[src/rtl/demux1to3_buf_pkg.sv]
// Shared definitions for the 1-to-3 registered demultiplexer.
// Holds the select encodings and the channel count used by the top level.
package demux1to3_buf_pkg;

    localparam int NUM_CH = 3;
    localparam int SEL_W  = 2;

    localparam logic [SEL_W-1:0] SEL_CH0 = 2'd0;
    localparam logic [SEL_W-1:0] SEL_CH1 = 2'd1;
    localparam logic [SEL_W-1:0] SEL_CH2 = 2'd2;
    localparam logic [SEL_W-1:0] SEL_BAD = 2'd3;

    function automatic logic sel_legal(input logic [SEL_W-1:0] sel);
        return (sel != SEL_BAD);
    endfunction

endpackage

[src/rtl/demux1to3_buf_if.sv]
// Handshake bundle for demux1to3_buf: one input channel, three output channels,
// plus the illegal-select error pulse and drop counter.
interface demux1to3_buf_if #(
    parameter int size  = 32,
    parameter int CNT_W = 8
);
    import demux1to3_buf_pkg::*;

    logic [size-1:0]  data_i;
    logic [SEL_W-1:0] select_i;
    logic             valid_i;
    logic             ready_o;

    logic [size-1:0]  data0_o;
    logic [size-1:0]  data1_o;
    logic [size-1:0]  data2_o;
    logic             valid0_o;
    logic             valid1_o;
    logic             valid2_o;
    logic             ready0_i;
    logic             ready1_i;
    logic             ready2_i;

    logic             err_o;
    logic [CNT_W-1:0] drop_cnt_o;

    // Producer plus the three consumers, as seen from outside the block.
    modport master (
        output data_i, select_i, valid_i,
        input  ready_o,
        input  data0_o, data1_o, data2_o,
        input  valid0_o, valid1_o, valid2_o,
        output ready0_i, ready1_i, ready2_i,
        input  err_o, drop_cnt_o
    );

    modport slave (
        input  data_i, select_i, valid_i,
        output ready_o,
        output data0_o, data1_o, data2_o,
        output valid0_o, valid1_o, valid2_o,
        input  ready0_i, ready1_i, ready2_i,
        output err_o, drop_cnt_o
    );

endinterface

[src/rtl/demux1to3_buf_slot.sv]
// One-entry holding register for a single output channel. A slot that drains
// in a cycle may be reloaded in that same cycle.
module demux_slot #(
    parameter int size = 32
) (
    input  logic            clk_i,
    input  logic            rst_i,
    input  logic            load_i,
    input  logic [size-1:0] data_i,
    input  logic            ready_i,
    output logic            valid_o,
    output logic [size-1:0] data_o,
    output logic            can_accept_o
);

    logic            full_reg;
    logic [size-1:0] data_reg;

    assign can_accept_o = !full_reg || ready_i;
    assign valid_o      = full_reg;
    assign data_o       = data_reg;

    // A load wins over a drain so the slot stays full with the new word.
    always_ff @(posedge clk_i or negedge rst_i) begin
        if (!rst_i) begin
            full_reg <= 1'b0;
            data_reg <= '0;
        end else if (load_i) begin
            full_reg <= 1'b1;
            data_reg <= data_i;
        end else if (full_reg && ready_i) begin
            full_reg <= 1'b0;
        end
    end

endmodule

[src/rtl/demux1to3_buf.sv]
// Registered 1-to-3 demultiplexer: steers each accepted word into one of three
// holding slots; illegal-select words are dropped, flagged and counted.
module demux1to3_buf
    import demux1to3_buf_pkg::*;
#(
    parameter int size  = 32,
    parameter int CNT_W = 8
) (
    input  logic                 clk_i,
    input  logic                 rst_i,
    demux1to3_buf_if.slave       bus
);

    logic [NUM_CH-1:0] slot_ready;
    logic [NUM_CH-1:0] slot_valid;
    logic [NUM_CH-1:0] slot_can_accept;
    logic [NUM_CH-1:0] slot_load;
    logic [size-1:0]   slot_data [NUM_CH];

    logic              ready_next;
    logic              accept;
    logic              drop;
    logic              err_reg;
    logic [CNT_W-1:0]  cnt_reg;

    assign slot_ready = {bus.ready2_i, bus.ready1_i, bus.ready0_i};

    // Illegal selects are always accepted so a bad word never stalls upstream.
    always_comb begin
        ready_next = 1'b1;
        case (bus.select_i)
            SEL_CH0: ready_next = slot_can_accept[0];
            SEL_CH1: ready_next = slot_can_accept[1];
            SEL_CH2: ready_next = slot_can_accept[2];
            default: ready_next = 1'b1;
        endcase
    end

    assign bus.ready_o = ready_next;
    assign accept      = bus.valid_i && ready_next;
    assign drop        = accept && !sel_legal(bus.select_i);

    generate
        for (genvar gi = 0; gi < NUM_CH; gi++) begin : g_slot
            assign slot_load[gi] = accept && (bus.select_i == SEL_W'(gi));

            demux_slot #(
                .size (size)
            ) u_slot (
                .clk_i        (clk_i),
                .rst_i        (rst_i),
                .load_i       (slot_load[gi]),
                .data_i       (bus.data_i),
                .ready_i      (slot_ready[gi]),
                .valid_o      (slot_valid[gi]),
                .data_o       (slot_data[gi]),
                .can_accept_o (slot_can_accept[gi])
            );
        end
    endgenerate

    assign bus.valid0_o = slot_valid[0];
    assign bus.valid1_o = slot_valid[1];
    assign bus.valid2_o = slot_valid[2];
    assign bus.data0_o  = slot_data[0];
    assign bus.data1_o  = slot_data[1];
    assign bus.data2_o  = slot_data[2];

    // Drop counter saturates at all-ones instead of wrapping.
    always_ff @(posedge clk_i or negedge rst_i) begin
        if (!rst_i) begin
            err_reg <= 1'b0;
            cnt_reg <= '0;
        end else begin
            err_reg <= drop;
            if (drop && (cnt_reg != {CNT_W{1'b1}})) begin
                cnt_reg <= cnt_reg + CNT_W'(1);
            end
        end
    end

    assign bus.err_o      = err_reg;
    assign bus.drop_cnt_o = cnt_reg;

endmodule
[src/flat_wrapper.sv]
// flat-port wrapper written by rule: the top's interface ports become plain ports
module demux1to3_buf_flat import demux1to3_buf_pkg::*;
#(
    parameter int size  = 32,
    parameter int CNT_W = 8
)
  (clk_i, rst_i, bus_data_i, bus_select_i, bus_valid_i, bus_ready_o, bus_data0_o, bus_data1_o, bus_data2_o, bus_valid0_o, bus_valid1_o, bus_valid2_o, bus_ready0_i, bus_ready1_i, bus_ready2_i, bus_err_o, bus_drop_cnt_o);
  demux1to3_buf_if #(.size(size), .CNT_W(CNT_W)) bus_i ();
  input  logic clk_i;
  input  logic rst_i;
  input wire logic [$bits(bus_i.data_i)-1:0] bus_data_i;
  input wire logic [$bits(bus_i.select_i)-1:0] bus_select_i;
  input wire logic [$bits(bus_i.valid_i)-1:0] bus_valid_i;
  output wire logic [$bits(bus_i.ready_o)-1:0] bus_ready_o;
  output wire logic [$bits(bus_i.data0_o)-1:0] bus_data0_o;
  output wire logic [$bits(bus_i.data1_o)-1:0] bus_data1_o;
  output wire logic [$bits(bus_i.data2_o)-1:0] bus_data2_o;
  output wire logic [$bits(bus_i.valid0_o)-1:0] bus_valid0_o;
  output wire logic [$bits(bus_i.valid1_o)-1:0] bus_valid1_o;
  output wire logic [$bits(bus_i.valid2_o)-1:0] bus_valid2_o;
  input wire logic [$bits(bus_i.ready0_i)-1:0] bus_ready0_i;
  input wire logic [$bits(bus_i.ready1_i)-1:0] bus_ready1_i;
  input wire logic [$bits(bus_i.ready2_i)-1:0] bus_ready2_i;
  output wire logic [$bits(bus_i.err_o)-1:0] bus_err_o;
  output wire logic [$bits(bus_i.drop_cnt_o)-1:0] bus_drop_cnt_o;
  assign bus_i.data_i = bus_data_i;
  assign bus_i.select_i = bus_select_i;
  assign bus_i.valid_i = bus_valid_i;
  assign bus_ready_o = bus_i.ready_o;
  assign bus_data0_o = bus_i.data0_o;
  assign bus_data1_o = bus_i.data1_o;
  assign bus_data2_o = bus_i.data2_o;
  assign bus_valid0_o = bus_i.valid0_o;
  assign bus_valid1_o = bus_i.valid1_o;
  assign bus_valid2_o = bus_i.valid2_o;
  assign bus_i.ready0_i = bus_ready0_i;
  assign bus_i.ready1_i = bus_ready1_i;
  assign bus_i.ready2_i = bus_ready2_i;
  assign bus_err_o = bus_i.err_o;
  assign bus_drop_cnt_o = bus_i.drop_cnt_o;
  demux1to3_buf #(.size(size), .CNT_W(CNT_W)) u_core (.clk_i(clk_i), .rst_i(rst_i), .bus(bus_i));
endmodule
[config.mk]
export PLATFORM = sky130hd
export DESIGN_NAME = demux1to3_buf_flat
export DESIGN_NICKNAME = d
export VERILOG_FILES = /design/src/rtl/demux1to3_buf_pkg.sv /design/src/rtl/demux1to3_buf_if.sv /design/src/rtl/demux1to3_buf_slot.sv /design/src/rtl/demux1to3_buf.sv /design/src/flat_wrapper.sv
export SDC_FILE = /design/constraint.sdc
export NUM_CORES = 1
export LEC_CHECK = 0
export CORE_MARGIN = 2
export CORE_UTILIZATION = 48
export CTS_CLUSTER_DIAMETER = 60
export CTS_CLUSTER_SIZE = 8
export DETAILED_ROUTE_END_ITERATION = 8
export PLACE_DENSITY = 0.85
export SYNTH_ARGS = -nofsm -noshare
export SYNTH_HDL_FRONTEND = slang
export SYNTH_SLANG_ARGS = --single-unit
export TNS_END_PERCENT = 30
[constraint.sdc]
create_clock -name clk_i -period 2.8 [get_ports clk_i]
set_clock_uncertainty 0.05 [all_clocks]
set_input_delay 0.42 -clock clk_i [delete_from_list [all_inputs] [get_ports clk_i]]
set_output_delay 0.42 -clock clk_i [all_outputs]
set_load 0.02 [all_outputs]
==> metrics.txt <==
TNS Setup=0 ps; DR vias/cell=a little over 5; Final ANT Viol Nets=0; First-pass DRT Iterations=4; Leak=roughly 2.5 nW; core area=0.00826 mm2; synth-to-layout area growth=43.7%; Synthesized Nets=299; CTS tree=yes; r2r startpoint=u_core.bus.drop_cnt_o[0]; initial antenna violation count=0; Final setup violation count=0; CTS Buffer Depth=2; Seq cells post-synth=around 110; routed wire length=8.87 mm; Worst slew margin=48.8%; routed vias=2649; n_diodes=0; status=completed; Peak Freq=405 MHz; clk_lat worst skew=340 ps; Rows=33; Max Cap Viol=0; Synth Flop Type=dfrtp_1; area share of the largest cell type after synthesis=between 60% and 70%; initial detailed-routing violation count=42; crit start category=primary input; pre-CTS setup slack=348 ps; total setup buffers inserted after CTS=0; Reg2Reg Setup Slack=1000 ps; fillcell total=between 500 and 600; H-tree Lvls=3; GP Congestion=0.741; Slew Limit Fails=0; CTS Root Cell=clkbuf_8; Worst Hold Class=in2async; die area=0.00935 mm2; largest cells by area after synthesis=dfrtp_1, mux2_2, mux2_1; crit path kind=in2out; Clk pin slew, worst setup/hold paths=100 ps; Hold WS=88.1 ps; ys async rst share=100%; Slew @ Worst Pin=about 770 ps; CTS Buf Count=9; Ys Warns=0; Total Power=around 4.5 mW; grt total ovfl=0; first-pass GRT wire length=around 14 mm; number of clock sinks=108; distinct cell type count after synthesis=25; final net count=456; Netlist Area Pre-Place=about 0.0041 mm2; Critical Path RT=between 2000 and 2500 ps; HPWL Detailed=6.58 mm; layout cells sized above 1=28.8%; Max VDD drop=0.433 mV; register area share after synthesis=about two thirds; Port Buffers=148; Die H=around 97 um; Hold-fix buffers, CTS=0; post-CTS sizing=0; PwrDens=between 700 and 800 mW/mm2; Max FO, Critical Path=8; vias in the first global route=2822; die width=between 90 and 100 um; fin crit period=2470 ps; Avg Inst Size Synth=between 15 and 20 um2; GRT Total Usage=19.3%; wire per inst=16.9 um; WP data arrival=roughly 2000 ps; Post-Syn Instances=258; slack of the critical path=331 ps; initial core utilization=between 40% and 50%; Hold Fails Final Rpt=0; CP endpoint kind=output pin; largest net degree at the start of global routing=63; num ports=149; Tcrit/Tclk final=88.2%; cell taking the most area after synthesis=dfrtp_1; crit path launch=bus_select_i[0]; RSZ-0062 raised after global routing=false; DRC violations left=0; EDFF count, synth=0
## worst paths after layout
kind                                                      end  cells past startpoint
hold reg to reg             u_core.g_slot[2].u_slot.data_o[6]                      1
setup reg to reg                     u_core.bus.drop_cnt_o[1]                      4
hold / removal                               u_core.bus.err_o                      1
max in group asynchronous  u_core.g_slot[0].u_slot.data_o[25]                      2
setup / recovery                                  bus_ready_o                      4
min in group clk_i          u_core.g_slot[2].u_slot.data_o[6]                      1
## cell usage after synthesis (2+ instances only)
master,number
dfrtp_1,108
inv_1,2
buf_4,2
xor2_1,3
mux2_2,92
mux2i_1,2
o21ai_0,3
buf_2,9
nor2_1,5
nand2b_1,3
nand3_1,3
nand2_1,7
nand4_1,2
mux2_1,6
## cell type report
class / instances / area, um2 / share of cell area, %
Sequential cell: 108 / 2700 / 45.6
Timing Repair Buffer: 157 / 1550 / 26.1
Multi-Input combinational cell: 137 / 1360 / 23.0
Clock buffer: 11 / 141 / 2.39
Tap cell: 105 / 131 / 2.22
Clock inverter: 5 / 36.3 / 0.612
Inverter: 2 / 7.51 / 0.127
## sequential cells by signal, summed over array words and instances, names as in the netlist
signal and flops:
u_core.bus.drop_cnt_o 8, u_core.bus.err_o 1, u_core.g_slot.u_slot.valid_o 3, u_core.g_slot.u_slot.data_o 96
## worst max-delay path, cell delays in order
cell and delay, ps:
clkdlybuf4s50_1 650, mux2i_1 130, o21ai_0 170, clkdlybuf4s50_1 630
## routing by layer
metal  share of wire [%]  vias up  GRT usage (%)
li1                    -     1217              -
met5                   0        -              0
met4                0.67        0           5.53
met2                  52       85           33.6
met1                  41     1341           23.0
met3                 7.2        6           6.14
## per-stage QoR
step / util (%) / instance area, um2 / cells
after floorplan: - / 4120 / 258
after global placement: 69.6 / 5750 / 509
after detailed placement: 69.6 / 5750 / 509
after CTS: 71.8 / 5930 / 525
after global routing: 71.8 / 5930 / 525
final: 71.8 / 5930 / 525
## kinds of logic after synthesis
logic type	share of synthesized area (%)
xor gates and xnor gates	0.850
buffers and inverters	1.64
AOI/OAI and AO/OA	0.485
muxes	27.6
DFF	65.5
and+or+nand+nor	3.58
adders and majority gates	0.303
## placed cells by master (no fill, tap or decap), types with 2 or more instances in the layout
| master | netlist | final |
|---|---|---|
| o21ai_0 | 3 | 3 |
| mux2i_1 | 2 | 2 |
| clkbuf_8 | 0 | 10 |
| mux2_2 | 92 | 92 |
| buf_4 | 2 | 10 |
| inv_1 | 2 | 2 |
| nand4_1 | 2 | 2 |
| dfrtp_1 | 108 | 108 |
| xor2_1 | 3 | 3 |
| clkdlybuf4s50_1 | 0 | 147 |
| nand3_1 | 3 | 3 |
| nand2_1 | 7 | 7 |
| nand2b_1 | 3 | 3 |
| clkinvlp_4 | 0 | 3 |
| nor2_1 | 5 | 5 |
| mux2_1 | 6 | 6 |
## report_power, final
group / total, mW / leakage (nW) / internal, mW / switching (mW)
Combinational: 1.61 / 1.12 / 0.861 / 0.750
Clock: 0.848 / 0.0820 / 0.350 / 0.498
Sequential: 2.09 / 1.29 / 1.89 / 0.199
Power figures use the tool's default switching activity.
